--- config.mk ---
export PLATFORM = sky130hd
export DESIGN_NAME = lisp_io_bridge_flat
export DESIGN_NICKNAME = d
export VERILOG_FILES = /design/src/rtl/lisp_io_bridge_if.sv /design/src/rtl/lisp_io_bridge.sv /design/src/flat_wrapper.sv
export SDC_FILE = /design/constraint.sdc
export NUM_CORES = 1
export LEC_CHECK = 0
export CAP_MARGIN = 20
export CELL_PAD_IN_SITES_DETAIL_PLACEMENT = 0
export CELL_PAD_IN_SITES_GLOBAL_PLACEMENT = 1
export CORE_MARGIN = 2
export CORE_UTILIZATION = 30
export DETAILED_ROUTE_END_ITERATION = 10
export GPL_TIMING_DRIVEN = 0
export HOLD_SLACK_MARGIN = 0.03
export PLACE_DENSITY = 0.88
export SETUP_SLACK_MARGIN = 0.05
export SLEW_MARGIN = 20
export SYNTH_ARGS = -nofsm -noshare
export SYNTH_HDL_FRONTEND = slang
export SYNTH_SLANG_ARGS = --single-unit
--- constraint.sdc ---
create_clock -name clk -period 7.8 [get_ports clk]
set_input_delay 0.78 -clock clk [delete_from_list [all_inputs] [get_ports clk]]
set_output_delay 0.78 -clock clk [all_outputs]
set_load 0.1 [all_outputs]
--- src/rtl/lisp_io_bridge_if.sv ---
// Signal bundle for lisp_io_bridge: core data port, data RAM port and peripheral channels.
// slave  : the bridge's own view of the bundle.
// master : the surrounding system's view (core, RAM and peripherals drive/observe the bridge).
interface lisp_io_bridge_if #(
  parameter int ADDR_WIDTH     = 16,
  parameter int DATA_WIDTH     = 19,
  parameter int NUM_CHANNELS   = 4,
  parameter int CHAN_ADDR_BITS = 10
);
  logic [ADDR_WIDTH-1:0]      core_addr;
  logic [DATA_WIDTH-1:0]      core_write_value;
  logic                       core_write_en;
  logic [DATA_WIDTH-1:0]      core_read_value;
  logic                       core_stall;
  logic                       mem_write_en;
  logic [DATA_WIDTH-1:0]      mem_read_value;
  logic [CHAN_ADDR_BITS-1:0]  io_index;
  logic [15:0]                io_write_value;
  logic [NUM_CHANNELS-1:0]    io_read;
  logic [NUM_CHANNELS-1:0]    io_write;
  logic [16*NUM_CHANNELS-1:0] io_read_value;
  logic [NUM_CHANNELS-1:0]    io_ready;
  logic                       io_timeout;

  modport slave (
    input  core_addr, core_write_value, core_write_en, mem_read_value, io_read_value, io_ready,
    output core_read_value, core_stall, mem_write_en, io_index, io_write_value, io_read, io_write,
           io_timeout
  );

  modport master (
    output core_addr, core_write_value, core_write_en, mem_read_value, io_read_value, io_ready,
    input  core_read_value, core_stall, mem_write_en, io_index, io_write_value, io_read, io_write,
           io_timeout
  );
endinterface

--- src/rtl/lisp_io_bridge.sv ---
// lisp_io_bridge: routes the lisp_core data port either to data RAM or to one of NUM_CHANNELS
// peripheral channels (top address nibble == IO_PREFIX). Peripherals may hold off completion
// with io_ready; the core is stalled meanwhile and a hung access is forced to complete after
// TIMEOUT_CYCLES wait cycles (0 disables the timeout). Read data returns one cycle after
// completion, matching the RAM's latency.
// Optional feature: define IO_STATUS_REG_EN to turn address {IO_PREFIX, all ones} into a
// bridge-internal status register (timeout flag, last timed-out channel, saturating count).
module lisp_io_bridge #(
  parameter int         ADDR_WIDTH     = 16,
  parameter int         DATA_WIDTH     = 19,
  parameter int         NUM_CHANNELS   = 4,
  parameter int         CHAN_ADDR_BITS = 10,
  parameter logic [3:0] IO_PREFIX      = 4'hF,
  parameter int         TIMEOUT_CYCLES = 15
) (
  input  logic            clk,
  input  logic            reset_n,
  lisp_io_bridge_if.slave bus
);
  // Channel number sits between the prefix nibble and the register index.
  localparam int CHAN_W = ADDR_WIDTH - 4 - CHAN_ADDR_BITS;
  localparam int CNT_W  = (TIMEOUT_CYCLES > 0) ? $clog2(TIMEOUT_CYCLES + 1) : 1;
  localparam logic [CNT_W-1:0]      CNT_LIMIT     = CNT_W'(TIMEOUT_CYCLES);
  localparam logic [DATA_WIDTH-1:0] TIMEOUT_VALUE = DATA_WIDTH'(17'h0FFFF);

  typedef enum logic {S_IDLE, S_WAIT} state_t;

  state_t                    state_q, state_d;
  logic [CNT_W-1:0]          wait_cnt_q;
  logic [CHAN_W-1:0]         cap_chan_q;
  logic                      cap_we_q;
  logic [CHAN_ADDR_BITS-1:0] cap_index_q;
  logic [15:0]               cap_wdata_q;
  logic [DATA_WIDTH-1:0]     rd_latch_q;
  logic                      io_path_q;
  logic                      io_timeout_q;

  logic                      is_io;
  logic                      is_status;
  logic [CHAN_W-1:0]         dec_chan;
  logic                      chan_ok;

  logic [CHAN_W-1:0]         act_chan;
  logic                      act_we;
  logic                      act_ok;
  logic [NUM_CHANNELS-1:0]   act_onehot;
  logic                      act_ready;
  logic [15:0]               act_rdata;

  logic                      complete;
  logic                      force_done;
  logic                      capture;
  logic                      stall;
  logic                      mem_we;
  logic [DATA_WIDTH-1:0]     complete_value;

  // Upper tag bits of the write word never reach a peripheral.
  logic                      unused_wval_hi;
  assign unused_wval_hi = ^bus.core_write_value[DATA_WIDTH-1:16];

  assign is_io    = (bus.core_addr[ADDR_WIDTH-1 -: 4] == IO_PREFIX);
  assign dec_chan = bus.core_addr[CHAN_ADDR_BITS +: CHAN_W];
  assign chan_ok  = (int'(dec_chan) < NUM_CHANNELS);

`ifdef IO_STATUS_REG_EN
  assign is_status = is_io && (&bus.core_addr[ADDR_WIDTH-5:0]);
`else
  assign is_status = 1'b0;
`endif

  // While waiting, everything seen by the peripheral comes from the captured copy.
  assign act_chan   = (state_q == S_WAIT) ? cap_chan_q : dec_chan;
  assign act_we     = (state_q == S_WAIT) ? cap_we_q   : bus.core_write_en;
  assign act_ok     = (state_q == S_WAIT) || (is_io && !is_status && chan_ok);
  assign act_onehot = act_ok ? (NUM_CHANNELS'(1) << act_chan) : '0;
  assign act_ready  = |(bus.io_ready & act_onehot);

  // Select the addressed channel's read data (zero when no channel is addressed).
  always_comb begin
    act_rdata = '0;
    for (int c = 0; c < NUM_CHANNELS; c++) begin
      if (act_onehot[c]) act_rdata = act_rdata | bus.io_read_value[16*c +: 16];
    end
  end

  // Next-state, stall and completion decisions.
  always_comb begin
    state_d    = state_q;
    complete   = 1'b0;
    force_done = 1'b0;
    capture    = 1'b0;
    stall      = 1'b0;
    mem_we     = 1'b0;
    case (state_q)
      S_IDLE: begin
        if (!is_io) begin
          mem_we = bus.core_write_en;
        end else if (is_status || !chan_ok || act_ready) begin
          complete = 1'b1;
        end else begin
          stall   = 1'b1;
          capture = 1'b1;
          state_d = S_WAIT;
        end
      end
      S_WAIT: begin
        if (act_ready) begin
          complete = 1'b1;
          state_d  = S_IDLE;
        end else if ((TIMEOUT_CYCLES != 0) && (wait_cnt_q == CNT_LIMIT)) begin
          force_done = 1'b1;
          state_d    = S_IDLE;
        end else begin
          stall = 1'b1;
        end
      end
      default: state_d = S_IDLE;
    endcase
  end

`ifdef IO_STATUS_REG_EN
  logic       status_wr;
  logic [3:0] to_chan_q;
  logic [3:0] to_count_q;

  assign status_wr = (state_q == S_IDLE) && is_status && bus.core_write_en;

  // Timeout history: last channel that hung and a saturating count, cleared by a status write.
  always_ff @(posedge clk or negedge reset_n) begin
    if (!reset_n) begin
      to_chan_q  <= '0;
      to_count_q <= '0;
    end else if (force_done) begin
      to_chan_q <= 4'(cap_chan_q);
      if (to_count_q != 4'hF) to_count_q <= to_count_q + 4'd1;
    end else if (status_wr) begin
      to_chan_q  <= '0;
      to_count_q <= '0;
    end
  end

  // Value latched on completion: status word for the status address, else channel data.
  always_comb begin
    complete_value = DATA_WIDTH'(act_rdata);
    if (is_status && (state_q == S_IDLE))
      complete_value = DATA_WIDTH'({io_timeout_q, 7'b0, to_chan_q, to_count_q});
  end
`else
  // Value latched on completion: the addressed channel's data.
  always_comb begin
    complete_value = DATA_WIDTH'(act_rdata);
  end
`endif

  // Control state: FSM, wait counter, captured channel/direction, read latch, sticky timeout.
  always_ff @(posedge clk or negedge reset_n) begin
    if (!reset_n) begin
      state_q      <= S_IDLE;
      wait_cnt_q   <= '0;
      cap_chan_q   <= '0;
      cap_we_q     <= 1'b0;
      rd_latch_q   <= '0;
      io_path_q    <= 1'b0;
      io_timeout_q <= 1'b0;
    end else begin
      state_q   <= state_d;
      io_path_q <= complete | force_done;
      if (capture) begin
        cap_chan_q <= dec_chan;
        cap_we_q   <= bus.core_write_en;
        wait_cnt_q <= CNT_W'(1);
      end else if ((state_q == S_WAIT) && (TIMEOUT_CYCLES != 0) && (wait_cnt_q != CNT_LIMIT)) begin
        wait_cnt_q <= wait_cnt_q + CNT_W'(1);
      end
      if (complete)        rd_latch_q <= complete_value;
      else if (force_done) rd_latch_q <= TIMEOUT_VALUE;
      if (force_done) io_timeout_q <= 1'b1;
`ifdef IO_STATUS_REG_EN
      else if (status_wr) io_timeout_q <= 1'b0;
`endif
    end
  end

  // Captured register index and write data presented to the peripheral while waiting.
  always_ff @(posedge clk) begin
    if (capture) begin
      cap_index_q <= bus.core_addr[CHAN_ADDR_BITS-1:0];
      cap_wdata_q <= bus.core_write_value[15:0];
    end
  end

  // Strobes, stall and RAM write are forced low the moment reset is asserted.
  assign bus.core_stall      = stall & reset_n;
  assign bus.mem_write_en    = mem_we & reset_n;
  assign bus.io_read         = act_onehot & {NUM_CHANNELS{!act_we && reset_n}};
  assign bus.io_write        = act_onehot & {NUM_CHANNELS{act_we && reset_n}};
  assign bus.io_index        = (state_q == S_WAIT) ? cap_index_q : bus.core_addr[CHAN_ADDR_BITS-1:0];
  assign bus.io_write_value  = (state_q == S_WAIT) ? cap_wdata_q : bus.core_write_value[15:0];
  assign bus.core_read_value = io_path_q ? rd_latch_q : bus.mem_read_value;
  assign bus.io_timeout      = io_timeout_q;

endmodule

--- src/flat_wrapper.sv ---
// flat-port wrapper written by rule: the top's interface ports become plain ports
module lisp_io_bridge_flat 
#(
  parameter int         ADDR_WIDTH     = 16,
  parameter int         DATA_WIDTH     = 19,
  parameter int         NUM_CHANNELS   = 4,
  parameter int         CHAN_ADDR_BITS = 10,
  parameter logic [3:0] IO_PREFIX      = 4'hF,
  parameter int         TIMEOUT_CYCLES = 15
)
  (clk, reset_n, bus_core_addr, bus_core_write_value, bus_core_write_en, bus_mem_read_value, bus_io_read_value, bus_io_ready, bus_core_read_value, bus_core_stall, bus_mem_write_en, bus_io_index, bus_io_write_value, bus_io_read, bus_io_write, bus_io_timeout);
  lisp_io_bridge_if #(.ADDR_WIDTH(ADDR_WIDTH), .DATA_WIDTH(DATA_WIDTH), .NUM_CHANNELS(NUM_CHANNELS), .CHAN_ADDR_BITS(CHAN_ADDR_BITS)) bus_i ();
  input  logic clk;
  input  logic reset_n;
  input wire logic [$bits(bus_i.core_addr)-1:0] bus_core_addr;
  input wire logic [$bits(bus_i.core_write_value)-1:0] bus_core_write_value;
  input wire logic [$bits(bus_i.core_write_en)-1:0] bus_core_write_en;
  input wire logic [$bits(bus_i.mem_read_value)-1:0] bus_mem_read_value;
  input wire logic [$bits(bus_i.io_read_value)-1:0] bus_io_read_value;
  input wire logic [$bits(bus_i.io_ready)-1:0] bus_io_ready;
  output wire logic [$bits(bus_i.core_read_value)-1:0] bus_core_read_value;
  output wire logic [$bits(bus_i.core_stall)-1:0] bus_core_stall;
  output wire logic [$bits(bus_i.mem_write_en)-1:0] bus_mem_write_en;
  output wire logic [$bits(bus_i.io_index)-1:0] bus_io_index;
  output wire logic [$bits(bus_i.io_write_value)-1:0] bus_io_write_value;
  output wire logic [$bits(bus_i.io_read)-1:0] bus_io_read;
  output wire logic [$bits(bus_i.io_write)-1:0] bus_io_write;
  output wire logic [$bits(bus_i.io_timeout)-1:0] bus_io_timeout;
  assign bus_i.core_addr = bus_core_addr;
  assign bus_i.core_write_value = bus_core_write_value;
  assign bus_i.core_write_en = bus_core_write_en;
  assign bus_i.mem_read_value = bus_mem_read_value;
  assign bus_i.io_read_value = bus_io_read_value;
  assign bus_i.io_ready = bus_io_ready;
  assign bus_core_read_value = bus_i.core_read_value;
  assign bus_core_stall = bus_i.core_stall;
  assign bus_mem_write_en = bus_i.mem_write_en;
  assign bus_io_index = bus_i.io_index;
  assign bus_io_write_value = bus_i.io_write_value;
  assign bus_io_read = bus_i.io_read;
  assign bus_io_write = bus_i.io_write;
  assign bus_io_timeout = bus_i.io_timeout;
  lisp_io_bridge #(.ADDR_WIDTH(ADDR_WIDTH), .DATA_WIDTH(DATA_WIDTH), .NUM_CHANNELS(NUM_CHANNELS), .CHAN_ADDR_BITS(CHAN_ADDR_BITS), .IO_PREFIX(IO_PREFIX), .TIMEOUT_CYCLES(TIMEOUT_CYCLES)) u_core (.clk(clk), .reset_n(reset_n), .bus(bus_i));
endmodule
==> metrics.cfg <==
[status]
status=complete, no violations

[yosys]
synth-edff-count=26
ys_ff_latch=52
syn_nets=370
synth.avg_cell_area_sq_um=12.5
synth_flop_cell=edfxtp_1
synth_cell_type_count=31
syn-instance-count=244
synth-seq-area-share_pct=47.0
netlist_area_sq_mm=0.00305
synth_warnings=0
synthArstFlopShare_pct=50.0

[worst_hold_path]
hp-class=reg2reg

[sta]
slew_headroom_pct=32.3
fmax_mhz=223
rsz0062_at_grt=no
fin_crit_sh_pct=57.6
worst_pin_slew_ns=1.01
setup-violations-final=0
hold_viol=0
drv_slew=0
clock_skew_ns=0.00383
min_period_ns=4.49
holdWs_ns=0.467
fin_setup_tns_ns=0

[pwr]
ir_drop_uv=153
cellLeakagePower_nw=2.05
p_total_mw=1.85
p_per_area_mw_per_mm2=362

[setup_path]
crit_path_end_kind=primary output
path_delay_family=buffers and inverters
slowest_stage=clkdlybuf4s50_1
critPathArrivalTime_ns=3.71
required_ns=7.02
crit_type=in2out
path_buf_inv=3
crit_fanout=10
critPathLaunchType=input pin
critPathMaxStageDelay_ns=1.16
cp_cell_sequence=clkdlybuf4s50_1, mux2_2, mux4_2, nand2_1, buf_4, and4_1, clkdlybuf4s50_1
cp_common_cell=clkdlybuf4s50_1

[global_routing]
grt_use_met1_pct=19.7
grtUsageMet3_pct=4.80
grt_use_met2_pct=28.6
track_usage_pct=16.2
grt_max_degree=31
top_usage_layer=met2
antenna_found_initial=0
grt_pass1_wl_um=14200
grt_pass1_vias=2745
grt-ovfl-total=0

[finish]
diodes=0
area_growth_pct=67.7
final_cell_mix=clkdlybuf4s50_1, mux2i_1, mux2_2
layout.nets=555
layout_commonest_cell=clkdlybuf4s50_1
drive_gt1_share_pct=14.7

[clock_network]
cts_post_setup_buffers_inserted=0
cts_buffers=5
clk_latency_ns=0.31
cts-root-buf=clkbuf_8
cts.sinks=52
cts-resized-gates=0
clockBufferDepth=2
cts_tree=done
hold_buffers=0
clkTransAtPathRegs_ns=0.10
htree_levels=2

[placed_design]
dp_hpwl_um=7090
gp_congestion=0.694
port_buffers=177

[routing]
ant_nets=0
vias_per_cell=4.75
vias=2672
drtIter0Drc=87
drcViolationCount=0
routed_wl_um=9150
drtPass1Iterations=4
wire_per_inst_um=16.2

[floorplanning]
die_y_um=105
dieArea_sq_mm=0.0110
io_pins=181
core-area_sq_mm=0.00982
die_w_um=105
rows=36
start_util_pct=31.0

[run]
maxCapViolCount=0

==> power by group <==
part,internal [mW],switching [mW]
Combinational,0.415,0.856
Sequential,0.351,0.0383
Clock,0.0968,0.0944
==> sequential cells by signal, indices dropped and copies added, names as in the netlist <==
name,cells
u_core.cap_index_q,10
u_core.cap_wdata_q,16
u_core.cap_chan_q,2
u_core.wait_cnt_q,4
u_core.bus.io_timeout,1
u_core.io_path_q,1
u_core.state_q,1
u_core.rd_latch_q,16
u_core.cap_we_q,1
==> synth_stat cells (3+ instances only) <==
master	instances	area (sq um)
nand3_1	3	15.0
mux2_2	43	484
buf_2	3	15.0
buf_4	4	30.0
nor2_1	17	63.8
mux2_1	3	33.8
o22a_1	16	140
clkbuf_1	9	33.8
edfxtp_1	26	781
nand2b_1	3	18.8
mux2i_1	49	490
nand2_1	8	30.0
nand4_1	3	18.8
dfrtp_1	26	651
nor2b_1	4	25.0
nor3_1	8	40.0
==> per-layer routing <==
metal	vias to the layer above	wire length, um
li1	1286	-
met1	1250	3820
met2	126	4530
met3	10	713
met4	0	74
met5	-	0
==> metrics by stage <==
stage | utilization (%) | worst slack, ns | cells | area [sq um]
global route | 52.0 | 3.20 | 563 | 5110
CTS | 52.0 | 3.26 | 563 | 5110
finish | 52.0 | 3.31 | 563 | 5110
global placement | 50.8 | 3.07 | 554 | 4980
floorplan | - | 3.49 | 244 | 3050
detailed placement | 50.9 | 3.27 | 555 | 4990
==> layout make-up <==
type / count / area (sq um)
fillers: 949 / 4710
repair buffers: 178 / 1780
multi-input cells: 174 / 1530
flip-flops and latches: 52 / 1430
well taps: 133 / 166
plain buffers: 17 / 82.6
clock buffers: 5 / 68.8
clock inverters: 3 / 46.3
inverters: 1 / 3.75
==> worst paths after layout <==
kind	from	endpoint	slack [ns]	depth (start not counted)
min	u_core.bus.io_timeout	u_core.bus.io_timeout	0.47	1
max in group asynchronous	reset_n	u_core.rd_latch_q[14]	6.86	1
max	bus_core_addr[11]	bus_core_stall	3.31	7
max reg2reg	u_core.state_q	u_core.cap_wdata_q[4]	5.31	6
min in group asynchronous	reset_n	u_core.rd_latch_q[3]	0.50	1
min reg2reg	u_core.bus.io_timeout	u_core.bus.io_timeout	0.47	1
==> cell families (layout without fill, tap and decap cells) <==
family	Yosys count	in the layout	synth area share (%)
AO/OA/AOI/OAI	24	24	6.41
buffers and inverters	18	204	2.83
AND/OR/NAND/NOR	50	50	8.18
multiplexers	97	97	34.6
XOR/XNOR	2	2	0.575
adder cells (fa/ha/maj)	1	1	0.411
flip-flops	52	52	47.0
(Power assumes the default switching activity.)
